===== src/rtl/pipeline_debug_controller.sv =====
// Pipeline debug controller: decodes UART command bytes to run, single-step,
// N-step or break on a PC. It gates the pipeline clock-enable, and on every
// halt it streams a framed snapshot of the debug vector: header, data bytes,
// then an XOR checksum.
module pipeline_debug_controller #(
    parameter int unsigned NUM_WORDS  = 8,
    parameter int unsigned WORD_WIDTH = 32,
    parameter int unsigned PC_WIDTH   = 11,
    parameter bit          MSB_FIRST  = 1'b0
) (
    input  logic                            clock,
    input  logic                            reset,
    input  logic [7:0]                      rx_data,
    input  logic                            rx_empty,
    output logic                            rd_uart,
    output logic [7:0]                      tx_data,
    input  logic                            tx_full,
    output logic                            wr_uart,
    input  logic [NUM_WORDS*WORD_WIDTH-1:0] debug_vector,
    input  logic [PC_WIDTH-1:0]             pc,
    output logic                            pipe_enable,
    output logic                            halted,
    output logic                            busy
);

    localparam int unsigned VecWidth     = NUM_WORDS * WORD_WIDTH;
    localparam int unsigned BytesPerWord = WORD_WIDTH / 8;
    localparam int unsigned NumBytes     = VecWidth / 8;
    localparam int unsigned FrameLen     = NumBytes + 2;
    localparam int unsigned IdxW         = $clog2(FrameLen);
    localparam int unsigned SelW         = (NumBytes > 1) ? $clog2(NumBytes) : 1;
    localparam int unsigned BpArgBytes   = (PC_WIDTH + 7) / 8;
    localparam int unsigned ArgW         = 8 * BpArgBytes;

    localparam logic [IdxW-1:0] IdxLast   = IdxW'(FrameLen - 1);
    localparam logic            BpArgLast = 1'(BpArgBytes - 1);

    localparam logic [7:0] CmdRun   = 8'h63;
    localparam logic [7:0] CmdStep  = 8'h73;
    localparam logic [7:0] CmdNStep = 8'h6E;
    localparam logic [7:0] CmdBreak = 8'h62;
    localparam logic [7:0] CmdClear = 8'h78;
    localparam logic [7:0] CmdDump  = 8'h64;
    localparam logic [7:0] CmdHalt  = 8'h68;
    localparam logic [7:0] FrameHdr = 8'hA5;

    typedef enum logic [2:0] {StIdle, StReadArg, StStep, StRun, StDump} state_e;

    state_e              state_q;
    logic                arg_is_bp_q;
    logic                arg_cnt_q;
    logic [ArgW-1:0]     arg_val_q;
    logic [PC_WIDTH-1:0] bp_q;
    logic                bp_valid_q;
    logic [7:0]          count_q;
    logic                run_first_q;
    logic                dump_entry_q;
    logic [IdxW-1:0]     idx_q;
    logic [7:0]          csum_q;
    logic [VecWidth-1:0] shadow_q;

    logic            rx_pop;
    logic            bp_hit;
    logic            halt_req;
    logic            arg_last;
    logic [ArgW-1:0] arg_next;
    logic            enter_dump;
    logic [SelW-1:0] data_sel;
    logic [7:0]      frame_byte;
    logic [7:0]      data_bytes [NumBytes];

    // Pop only in states that accept commands; reset suppresses every strobe.
    assign rx_pop = !reset && !rx_empty && (state_q inside {StIdle, StReadArg, StRun});

    // The first RUN cycle skips the compare so 'c' while parked on bp makes progress.
    assign bp_hit   = bp_valid_q && (pc == bp_q) && !run_first_q;
    assign halt_req = (state_q == StRun) && rx_pop && (rx_data == CmdHalt);

    assign arg_last = arg_is_bp_q ? (arg_cnt_q == BpArgLast) : 1'b1;
    assign arg_next = arg_val_q | (ArgW'(rx_data) << {arg_cnt_q, 3'b000});

    // Byte lanes of the snapshot in transmit order: word 0 first.
    for (genvar w = 0; w < NUM_WORDS; w++) begin : g_word
        for (genvar j = 0; j < BytesPerWord; j++) begin : g_byte
            localparam int unsigned Lane = MSB_FIRST ? (BytesPerWord - 1 - j) : j;
            assign data_bytes[w*BytesPerWord + j] = shadow_q[w*WORD_WIDTH + Lane*8 +: 8];
        end
    end

    // Select the frame byte for the current index: header, data or checksum.
    always_comb begin
        data_sel = SelW'(idx_q - IdxW'(1));
        if (idx_q == '0) begin
            frame_byte = FrameHdr;
        end else if (idx_q == IdxLast) begin
            frame_byte = csum_q;
        end else begin
            frame_byte = data_bytes[data_sel];
        end
    end

    // Decide whether this cycle hands over to the snapshot frame.
    always_comb begin
        enter_dump = 1'b0;
        unique case (state_q)
            StIdle:    enter_dump = rx_pop && (rx_data == CmdDump);
            StReadArg: enter_dump = rx_pop && arg_last && !arg_is_bp_q && (rx_data == 8'h00);
            StStep:    enter_dump = (count_q == 8'd1);
            StRun:     enter_dump = bp_hit || halt_req;
            default:   enter_dump = 1'b0;
        endcase
    end

    assign rd_uart     = rx_pop;
    assign wr_uart     = !reset && (state_q == StDump) && !tx_full;
    assign tx_data     = wr_uart ? frame_byte : 8'h00;
    assign pipe_enable = !reset && ((state_q == StStep) ||
                                    ((state_q == StRun) && !bp_hit && !halt_req));
    assign halted      = reset || (state_q == StIdle) || (state_q == StReadArg);
    assign busy        = !reset && (state_q == StDump);

    // Control FSM: command decode, argument collection, step count, frame sequencing.
    always_ff @(posedge clock) begin
        if (reset) begin
            state_q      <= StIdle;
            arg_is_bp_q  <= 1'b0;
            arg_cnt_q    <= 1'b0;
            arg_val_q    <= '0;
            bp_q         <= '0;
            bp_valid_q   <= 1'b0;
            count_q      <= '0;
            run_first_q  <= 1'b0;
            dump_entry_q <= 1'b0;
            idx_q        <= '0;
            csum_q       <= '0;
        end else begin
            dump_entry_q <= 1'b0;
            unique case (state_q)
                StIdle: begin
                    if (rx_pop) begin
                        case (rx_data)
                            CmdRun: begin
                                state_q     <= StRun;
                                run_first_q <= 1'b1;
                            end
                            CmdStep: begin
                                count_q <= 8'd1;
                                state_q <= StStep;
                            end
                            CmdNStep, CmdBreak: begin
                                arg_is_bp_q <= (rx_data == CmdBreak);
                                arg_cnt_q   <= 1'b0;
                                arg_val_q   <= '0;
                                state_q     <= StReadArg;
                            end
                            CmdClear: bp_valid_q <= 1'b0;
                            default: ;  // 'd' handled by enter_dump, others dropped
                        endcase
                    end
                end
                StReadArg: begin
                    if (rx_pop) begin
                        arg_val_q <= arg_next;
                        arg_cnt_q <= arg_cnt_q + 1'b1;
                        if (arg_last) begin
                            if (arg_is_bp_q) begin
                                bp_q       <= PC_WIDTH'(arg_next);
                                bp_valid_q <= 1'b1;
                                state_q    <= StIdle;
                            end else if (rx_data != 8'h00) begin
                                count_q <= rx_data;
                                state_q <= StStep;
                            end
                        end
                    end
                end
                StStep: count_q <= count_q - 8'd1;
                StRun:  run_first_q <= 1'b0;
                StDump: begin
                    if (wr_uart) begin
                        idx_q <= idx_q + IdxW'(1);
                        if ((idx_q != '0) && (idx_q != IdxLast)) begin
                            csum_q <= csum_q ^ frame_byte;
                        end
                        if (idx_q == IdxLast) begin
                            state_q <= StIdle;
                        end
                    end
                end
                default: state_q <= StIdle;
            endcase
            if (enter_dump) begin
                state_q      <= StDump;
                idx_q        <= '0;
                csum_q       <= '0;
                dump_entry_q <= 1'b1;
            end
        end
    end

    // Freeze the debug vector on the first DUMP cycle; the header goes out meanwhile.
    always_ff @(posedge clock) begin
        if (dump_entry_q) begin
            shadow_q <= debug_vector;
        end
    end

endmodule


===== config.mk =====
export PLATFORM = sky130hd
export DESIGN_NAME = pipeline_debug_controller
export DESIGN_NICKNAME = d
export VERILOG_FILES = /design/src/rtl/pipeline_debug_controller.sv
export SDC_FILE = /design/constraint.sdc
export NUM_CORES = 1
export LEC_CHECK = 0
export CAP_MARGIN = 10
export CORE_MARGIN = 4
export CORE_UTILIZATION = 35
export CTS_CLUSTER_DIAMETER = 120
export CTS_CLUSTER_SIZE = 12
export DETAILED_ROUTE_END_ITERATION = 10
export GPL_TIMING_DRIVEN = 0
export SYNTH_ARGS = -nofsm -noshare
export SYNTH_HDL_FRONTEND = slang
export SYNTH_SLANG_ARGS = --single-unit

===== constraint.sdc =====
create_clock -name clock -period 16.9 [get_ports clock]
set_clock_uncertainty 0.15 [all_clocks]
set_input_delay 2.535 -clock clock [delete_from_list [all_inputs] [get_ports clock]]
set_output_delay 2.535 -clock clock [all_outputs]
set_load 0.01 [all_outputs]

==> impl_metrics.env, run 1 <==
export IMPL_drt_pass1_iterations=5
export IMPL_holdCritPathClass="flop to flop"
export IMPL_start_util_pct=35.68
export IMPL_cp_required_ps=14220
export IMPL_switchingPower_w=0.0002943
export IMPL_swShare_pct=19.55
export IMPL_grt_pass1_wl_um=49600
export IMPL_hold_buffers=0
export IMPL_worstSetupPathType="flop to output pin"
export IMPL_slowest_stage="buf_1"
export IMPL_clk_latency_ps=560
export IMPL_wire_per_inst_um=21.20
export IMPL_syn_instance_count=777
export IMPL_async_flop_share_pct=0
export IMPL_io_buffers=290
export IMPL_synthFlopType="edfxtp_1"
export IMPL_path_clk_slew_ps=70
export IMPL_endpoint_kind="output pin"
export IMPL_grt_ovfl_total=0
export IMPL_tns_ps=0
export IMPL_crit_path_frequent_cell="buf_2"
export IMPL_cts_tree="built"
export IMPL_avgSynthCellArea_um2=16.41
export IMPL_placed_area_mm2=0.01634
export IMPL_netlist_area_mm2=0.01275
export IMPL_maxCapViolations=0
export IMPL_yosys_area_top_type="edfxtp_1"
export IMPL_drt_iter0_markers=439
export IMPL_slew_headroom_pct=31.67
export IMPL_crit_chain="buf_2 > buf_4 > buf_2 > inv_1 > ha_1 > buf_2 > buf_1 > buf_2 > mux2i_1 > a22oi_1 > a22oi_1 > a21oi_1 > clkdlybuf4s50_1"
export IMPL_synth_seq_cells=308
export IMPL_yosysWarningCount=0
export IMPL_cts_root_buf="clkbuf_16"
export IMPL_drc=0
export IMPL_place_congestion=0.8451
export IMPL_ys_seq_area_share_pct=68.45
export IMPL_finalHoldViolCount=0
export IMPL_numCtsBuffers=29
export IMPL_grt_start_max_net_pins=68
export IMPL_detail_route_antenna_nets=0
export IMPL_status="complete, no violations"
export IMPL_total_power_w=0.001506
export IMPL_clkPwrFrac_pct=40.2
export IMPL_vias_per_cell=5.055
export IMPL_ir_drop_v=0.00008121
export IMPL_rsz0062_at_grt="no"
export IMPL_synth_distinct_cells=69
export IMPL_syn_num_nets=1062
export IMPL_r2r_slack_ps=12280
export IMPL_core_area_mm2=0.03574
export IMPL_min_period_ps=8245
export IMPL_route_vias_total=8037
export IMPL_setup_ws_ps=8655
export IMPL_path_max_fanout=10
export IMPL_die_area_mm2=0.03955
export IMPL_fin_nets=1388
export IMPL_ctsResizeCount=0
export IMPL_grt_util_all_layers_pct=16.51
export IMPL_min_period_over_period_pct=48.79
export IMPL_area_growth_pct=34.85
export IMPL_setup_viol_count_final=0
export IMPL_max_slew_worst_pin_slew_ps=1018
export IMPL_cp_start_kind="flop"
export IMPL_internal_power_w=0.001212
export IMPL_p_leak_nw=5.624
export IMPL_max_clock_freq_mhz=121.3
export IMPL_synth_edf_count=256
export IMPL_critPathTopFamily="buffers and inverters"
export IMPL_crit_path_max_incr_delay_ps=620
export IMPL_final_area_mm2=0.01720
export IMPL_crit_buf_inv=8
export IMPL_post_dp_hpwl_um=25030
export IMPL_place_ws_ps=9027
export IMPL_synth_top_cell_area_share_pct=60.29
export IMPL_grt_pass1_vias=8395
export IMPL_utilization_pct=48.11
export IMPL_die_width_um=198.9
export IMPL_ios=292
export IMPL_power_frac_comb_pct=5.3
export IMPL_post_cts_setup_buffer_count=0
export IMPL_dieHeight_um=198.9
export IMPL_power_density_mw_per_mm2=87.58
export IMPL_worstPathArrival_ps=5560
export IMPL_layout_common_cells="clkdlybuf4s50_1, edfxtp_1, mux4_2"
export IMPL_cts_path_max_buffers=3
export IMPL_mostFrequentLayoutCell="clkdlybuf4s50_1"
export IMPL_slew_viol_final=0
export IMPL_synth_area_top_cells="edfxtp_1, mux4_2, dfxtp_1"
export IMPL_grt_antenna_before_repair=4
export IMPL_p_seq_share_pct=54.5
export IMPL_drt_total_wl_um=33700
export IMPL_rows=69
export IMPL_htreeDepth=1
export IMPL_drive_above_1_share_pct=11.81
export IMPL_cts_sinks=308
## layer usage
metal / vias to the layer above / wire length, um / track usage, %
met5: - / 8 / 0
met4: 2 / 504 / 3.419
met3: 42 / 2594 / 4.234
met2: 270 / 16750 / 28.27
met1: 3969 / 13840 / 21.42
li1: 3754 / - / -
## worst register-to-register path: stages (launching register included)
cell	delay (ps)
dfxtp_1	390
buf_2	230
buf_4	260
buf_2	430
inv_1	120
ha_1	480
buf_2	350
buf_1	620
buf_2	520
mux2i_1	470
a22oi_1	230
nand2_1	130
mux2i_1	170
## power groups by stage
stage / registers, W / clock network (W) / logic, W
2_1_floorplan: 0.000838 / 0 / 0.00000847
3_3_place_gp: 0.000838 / 0 / 0.0000786
3_5_place_dp: 0.000837 / 0 / 0.0000796
4_1_cts: 0.000821 / 0.000627 / 0.0000801
5_1_grt: 0.000820 / 0.000660 / 0.0000844
6_report: 0.000821 / 0.000606 / 0.0000794
## flip-flops by register name, summed over array words and instances (netlist names), 3 cells and up
register / flops
arg_val_q: 11
bp_q: 11
count_q: 8
csum_q: 8
idx_q: 6
shadow_q: 256
state_q: 3
## synthesized netlist by cell type, types with 10 or more instances
master	count
edfxtp_1	256
mux2i_1	37
nand2_1	54
inv_1	10
buf_2	13
a221oi_1	10
dfxtp_1	52
nor3_1	11
a22oi_1	13
mux4_2	59
xnor2_1	14
nor2_1	47
a21oi_1	36
clkbuf_1	22
nand3_1	18
## stage by stage
step / hold slack, ps / instances
finish: 301.4 / 1590
global route: 323.3 / 1589
CTS: 309.3 / 1587
detailed placement: 302.4 / 1533
global placement: 294.1 / 1528
floorplan: 281.6 / 777
## worst paths after layout
check                                               start                      to  cells past startpoint
worst max-delay path                idx_q[0]$_SDFFE_PP0P_              tx_data[5]                     13
worst min-delay path            arg_val_q[1]$_SDFFE_PP0P_    bp_q[1]$_SDFFE_PP0P_                      2
worst max register to register      idx_q[0]$_SDFFE_PP0P_  csum_q[2]$_SDFFE_PP0P_                     12
worst min register to register  arg_val_q[1]$_SDFFE_PP0P_    bp_q[1]$_SDFFE_PP0P_                      2
## area by class of cell
| cell class | count | area, um2 |
|---|---|---|
| antenna | 3 | 7.507 |
| buffer | 41 | 192.7 |
| clock buffer | 53 | 837.1 |
| clock inverter | 1 | 8.758 |
| fill | 3148 | 18550 |
| inverter | 10 | 37.54 |
| multi-input combinational | 418 | 3792 |
| sequential | 308 | 8732 |
| tap | 461 | 576.8 |
| timing repair buffer | 295 | 3010 |
## cell families after synthesis
family                   Yosys count  share of synthesized area [%]
multiplexers                     105                          14.71
adder cells (fa/ha/maj)            6                         0.5887
flip-flops                       308                          68.45
buffers and inverters             51                          1.806
XOR/XNOR                          23                          1.727
AO/OA/AOI/OAI                    102                          5.515
AND/OR/NAND/NOR                  182                          7.203
Power figures use the tool's default switching activity.
==> run 2, diff against run 1 <==
Clock period 16.9 ns to 6.8 ns, I/O delays scaled along.
==> run 2 against run 1 <==
Combinational power up 150%. Total power increased by 150%. Register-to-register slack lost 9700 ps. Sequential cell count unchanged. Setup slack lost 8100 ps. Final area about the same. Count of clock-buffer cells in the layout unchanged. Critical endpoint is now tx_data[2]. Largest power group unchanged. Highest routed layer unchanged.
==> impl_metrics.env, run 2 (synthesis gave the netlist of run 1 again) <==
export IMPL_status="complete, no violations"
export IMPL_die_width_um=198.9
export IMPL_top_regs="shadow_q: 256 flops, arg_val_q: 11 flops, bp_q: 11 flops"
export IMPL_path_clk_slew_ps=70
export IMPL_ir_drop_v=0.0002018
export IMPL_placed_area_mm2=0.01634
export IMPL_path_max_fanout=10
export IMPL_tns_ps=0
export IMPL_crit_chain="buf_2 > buf_4 > buf_2 > inv_1 > ha_1 > xor2_4 > buf_6 > buf_2 > mux4_2 > mux2i_1 > a22oi_1 > a22oi_1 > a21oi_1 > clkdlybuf4s50_1"
export IMPL_grt_ovfl_total=0
export IMPL_grt_start_max_net_pins=68
export IMPL_vias_per_cell=5.040
export IMPL_wire_per_inst_um=21.21
export IMPL_largest_reg_flops=256
export IMPL_numCtsBuffers=29
export IMPL_max_slew_worst_pin_slew_ps=987.9
export IMPL_cp_start_kind="flop"
export IMPL_cts_root_buf="clkbuf_16"
export IMPL_power_density_mw_per_mm2=217.7
export IMPL_ios=292
export IMPL_switchingPower_w=0.0007324
export IMPL_largest_register="shadow_q"
export IMPL_slowest_stage="clkdlybuf4s50_1"
export IMPL_p_seq_share_pct=54.5
export IMPL_htreeDepth=1
export IMPL_crit_path_frequent_cell="buf_2"
export IMPL_area_growth_pct=34.84
export IMPL_clkPwrFrac_pct=40.2
export IMPL_cp_required_ps=5630
export IMPL_slew_headroom_pct=33.67
export IMPL_drt_pass1_iterations=7
export IMPL_p_leak_nw=5.630
export IMPL_die_area_mm2=0.03955
export IMPL_grt_pass1_wl_um=49540
export IMPL_hold_buffers=0
export IMPL_drt_total_wl_um=33700
export IMPL_grt_pass1_vias=8388
export IMPL_grt_antenna_before_repair=4
export IMPL_endpoint_kind="output pin"
export IMPL_fin_nets=1387
export IMPL_power_frac_comb_pct=5.3
export IMPL_grt_util_all_layers_pct=16.48
export IMPL_post_cts_setup_buffer_count=0
export IMPL_holdCritPathClass="flop to flop"
export IMPL_crit_path_max_incr_delay_ps=530
export IMPL_internal_power_w=0.003011
export IMPL_place_congestion=0.8451
export IMPL_rsz0062_at_grt="no"
export IMPL_post_dp_hpwl_um=25030
export IMPL_swShare_pct=19.56
export IMPL_maxCapViolations=0
export IMPL_finalHoldViolCount=0
export IMPL_drc=0
export IMPL_clk_latency_ps=560
export IMPL_detail_route_antenna_nets=0
export IMPL_cts_path_max_buffers=3
export IMPL_cts_tree="built"
export IMPL_final_area_mm2=0.01719
export IMPL_holdWs_ps=301.2
export IMPL_drt_iter0_markers=456
export IMPL_route_vias_total=8008
export IMPL_drive_above_1_share_pct=12.00
export IMPL_layout_common_cells="clkdlybuf4s50_1, edfxtp_1, mux4_2"
export IMPL_crit_buf_inv=7
export IMPL_min_period_over_period_pct=92.29
export IMPL_worstSetupPathType="flop to output pin"
export IMPL_utilization_pct=48.11
export IMPL_start_util_pct=35.68
export IMPL_io_buffers=290
export IMPL_mostFrequentLayoutCell="clkdlybuf4s50_1"
export IMPL_dieHeight_um=198.9
export IMPL_setup_viol_count_final=0
export IMPL_core_area_mm2=0.03574
export IMPL_rows=69
export IMPL_critPathTopFamily="buffers and inverters"
export IMPL_worstPathArrival_ps=5110
export IMPL_max_clock_freq_mhz=159.3
export IMPL_slew_viol_final=0
export IMPL_min_period_ps=6276
export IMPL_cts_sinks=308
## run 2: power by group through the flow
| stage | combinational (W) | sequential, W | clock (W) |
|---|---|---|---|
| 2_1_floorplan | 0.0000210 | 0.00208 | 0 |
| 3_3_place_gp | 0.000195 | 0.00208 | 0 |
| 3_5_place_dp | 0.000198 | 0.00208 | 0 |
| 4_1_cts | 0.000199 | 0.00204 | 0.00156 |
| 5_1_grt | 0.000210 | 0.00204 | 0.00164 |
| 6_report | 0.000198 | 0.00204 | 0.00151 |
## run 2: worst reg2reg max path: stages, from the launching register on
cell and delay [ps]:
dfxtp_1 390, buf_2 230, buf_4 260, buf_2 420, inv_1 120, ha_1 340
xor2_4 350, buf_6 210, buf_2 390, mux4_2 400, mux2i_1 390, a22oi_1 230
nand2_1 130, mux2i_1 170
## run 2: metal layers
layer,up-vias,wire length [um],global-route usage (%)
li1,3750,-,-
met1,3961,13910,21.45
met2,253,16750,28.17
met3,42,2529,4.184
met4,2,502,3.419
met5,-,13,0
## run 2: metrics by stage
stage	instances	power [W]	setup WS (ps)
6_report	1589	0.003744	524.1
3_3_place_gp	1528	0.002278	-2226
5_1_grt	1588	0.003890	15.04
2_1_floorplan	777	0.002104	122.8
4_1_cts	1586	0.003797	72.11
3_5_place_dp	1533	0.002279	442.3
## run 2: final timing paths
check | from | to | slack, ps | cells after the start
hold / removal | arg_val_q[1]$_SDFFE_PP0P_ | bp_q[1]$_SDFFE_PP0P_ | 300 | 2
hold reg to reg | arg_val_q[1]$_SDFFE_PP0P_ | bp_q[1]$_SDFFE_PP0P_ | 300 | 2
setup / recovery | idx_q[0]$_SDFFE_PP0P_ | tx_data[2] | 520 | 14
setup reg to reg | idx_q[0]$_SDFFE_PP0P_ | csum_q[2]$_SDFFE_PP0P_ | 2540 | 13
## run 2: layout make-up
| cell class | instances | area, um2 |
|---|---|---|
| fillers | 3150 | 18550 |
| clock buffers | 53 | 837.1 |
| inverters | 10 | 37.54 |
| plain buffers | 40 | 191.4 |
| diodes | 3 | 7.507 |
| repair buffers | 295 | 3010 |
| clock inverters | 1 | 8.758 |
| flip-flops and latches | 308 | 8732 |
| multi-input cells | 418 | 3792 |
| well taps | 461 | 576.8 |
## run 2: what timing repair did
| action | CTS | global route |
|---|---|---|
| hold endpoints to repair | 0 | 0 |
| resized for setup | 0 | 4 |
| setup endpoints to repair | 4 | 6 |
==> run 3, diff against run 2 <==
Settings changed: PLACE_DENSITY set to 0.66.
==> run 3 against run 2 <==
Sequential share of layout area barely moved. Routed wire length rose by 0.42%. Via count rose by 1.0%. Count of clock-buffer cells in the layout fell by 2. Sequential cell count did not move. Combinational power barely moved. Cell count barely moved. Sequential power barely moved. First-iteration DRC count rose by 1.1%. Global-route usage rose by 0.11 points. Hold slack improved by 5.6 ps. Critical path type unchanged.
==> impl_metrics.env, run 3 (synthesis gave the netlist of run 1 again) <==
export IMPL_status="complete, no violations"
export IMPL_fin_nets=1387
export IMPL_drt_iter0_markers=461
export IMPL_cts_path_max_buffers=3
export IMPL_cp_required_ps=5630
export IMPL_area_growth_pct=34.88
export IMPL_crit_chain="buf_2 > buf_4 > clkbuf_4 > inv_1 > ha_1 > buf_2 > clkdlybuf4s18_2 > buf_4 > mux2i_1 > a22oi_1 > a22oi_1 > a21oi_1 > clkdlybuf4s50_1"
export IMPL_dieHeight_um=198.9
export IMPL_layout_common_cells="clkdlybuf4s50_1, edfxtp_1, mux4_2"
export IMPL_drc=0
export IMPL_use_met3_pct=4.438
export IMPL_cp_start_kind="flop"
export IMPL_grt_busiest_layer="met2"
export IMPL_hold_path_startpoint="arg_val_q[6]$_SDFFE_PP0P_"
export IMPL_rsz0062_at_grt="no"
export IMPL_min_to="bp_q[6]$_SDFFE_PP0P_"
export IMPL_power_density_mw_per_mm2=219.2
export IMPL_core_area_mm2=0.03574
export IMPL_post_dp_hpwl_um=24990
export IMPL_route_vias_total=8091
export IMPL_maxCapViolations=0
export IMPL_reg2reg_from="idx_q[0]$_SDFFE_PP0P_"
export IMPL_reg2regPathDepth=12
export IMPL_holdWs_ps=306.8
export IMPL_slew_headroom_pct=38.33
export IMPL_slew_viol_final=0
export IMPL_hold_depth=2
export IMPL_drt_pass1_iterations=6
export IMPL_detail_route_antenna_nets=0
export IMPL_setup_viol_count_final=0
export IMPL_min_period_over_period_pct=93.71
export IMPL_grt_ovfl_total=0
export IMPL_grt_start_max_net_pins=75
export IMPL_wire_per_inst_um=21.31
export IMPL_drt_total_wl_um=33840
export IMPL_place_ws_ps=317.6
export IMPL_worstReg2RegEnd="csum_q[2]$_SDFFE_PP0P_"
export IMPL_total_power_w=0.003770
export IMPL_finalHoldViolCount=0
export IMPL_endpoint_kind="output pin"
export IMPL_htreeDepth=1
export IMPL_numCtsBuffers=29
export IMPL_drive_above_1_share_pct=11.83
export IMPL_setup_ws_ps=427.5
export IMPL_grt_pass1_wl_um=49790
export IMPL_slowest_stage="clkdlybuf4s50_1"
export IMPL_final_area_mm2=0.01720
export IMPL_crit_buf_inv=8
export IMPL_cts_root_buf="clkbuf_16"
export IMPL_largest_register="shadow_q"
export IMPL_mostFrequentLayoutCell="clkdlybuf4s50_1"
export IMPL_grt_util_all_layers_pct=16.59
export IMPL_max_clock_freq_mhz=156.9
export IMPL_start_util_pct=35.68
export IMPL_max_slew_worst_pin_slew_ps=918.4
export IMPL_worstPathArrival_ps=5200
export IMPL_die_area_mm2=0.03955
export IMPL_die_width_um=198.9
export IMPL_placed_area_mm2=0.01632
export IMPL_min_period_ps=6373
export IMPL_rows=69
export IMPL_crit_path_max_incr_delay_ps=640
export IMPL_cts_sinks=308
export IMPL_grt_pass1_vias=8615
export IMPL_cts_tree="built"
export IMPL_p_leak_nw=5.624
export IMPL_path_max_fanout=10
export IMPL_grt_antenna_before_repair=3
export IMPL_holdCritPathClass="flop to flop"
export IMPL_worstSetupPathType="flop to output pin"
export IMPL_io_buffers=290
export IMPL_place_congestion=0.8572
export IMPL_critPathTopFamily="buffers and inverters"
export IMPL_vias_per_cell=5.095
export IMPL_ios=292
export IMPL_hold_buffers=0
export IMPL_path_clk_slew_ps=60
export IMPL_top_regs="shadow_q: 256 flops, arg_val_q: 11 flops, bp_q: 11 flops"
export IMPL_largest_reg_flops=256
export IMPL_grt_use_met1_pct=20.84
export IMPL_ir_drop_v=0.0002241
export IMPL_clk_latency_ps=570
export IMPL_r2r_slack_ps=2600
export IMPL_use_met2_pct=29.07
run 3: changes by cell type in the layout (fill, tap and decap cells not counted), sizes merged:
cell and change:
buf -2, clkbuf -1, bufinv +1, clkdlybuf4s18 +1
run 3: worst max-delay path by stage:
stage	from	endpoint	slack, ps	depth (start not counted)
final	idx_q[0]$_SDFFE_PP0P_	tx_data[5]	430	13
after global routing	idx_q[0]$_SDFFE_PP0P_	tx_data[5]	8	13
after CTS	idx_q[0]$_SDFFE_PP0P_	tx_data[5]	110	13
after detailed placement	idx_q[0]$_SDFFE_PP0P_	tx_data[5]	320	13
after global placement	dump_entry_q$_SDFF_PP0_	shadow_q[152]$_DFFE_PP_	-2070	0
after floorplan	dump_entry_q$_SDFF_PP0_	shadow_q[0]$_DFFE_PP_	120	0
run 3: repair_timing:
item | in CTS | in global routing
setup buffers | 0 | 0
setup endpoints to repair | 5 | 1
resized for setup | 3 | 2
run 3: report_power, final:
part           switching (W)  leakage (nW)  total, W  internal (W)
logic              0.0000502          2.50  0.000198      0.000148
registers        0.000000581          2.72   0.00204       0.00204
clock network       0.000691         0.407   0.00153      0.000840
total               0.000742          5.62   0.00377       0.00303
run 3: metrics by stage:
step	setup TNS [ps]	util, %	instances
3_3_place_gp	-525240	45.41	1528
6_report	0	48.12	1588
3_5_place_dp	0	45.67	1532
4_1_cts	0	48.10	1585
5_1_grt	0	48.11	1586
2_1_floorplan	0	-	777
run 3: per-layer routing:
layer | share of wire, % | routed length (um)
met5 | 0 | 0
met4 | 2.2 | 731
met3 | 7.4 | 2492
met2 | 51 | 17110
met1 | 40 | 13510
run 3: layout make-up:
type,count,area [um2]
Antenna cell,3,7.507
Buffer,41,203.9
Clock buffer,51,808.3
Clock inverter,2,50.05
Fill cell,3131,18540
Inverter,10,37.54
Multi-Input combinational cell,418,3792
Sequential cell,308,8732
Tap cell,461,576.8
Timing Repair Buffer,294,2990
run 3: worst reg2reg max path: cells and delay by family (launching register included):
family | cells | cell delay (ps)
compound gates | 1 | 220
fa+ha+maj | 1 | 470
buf+inv | 7 | 2130
flops | 1 | 380
mux | 2 | 640
simple gates | 1 | 130
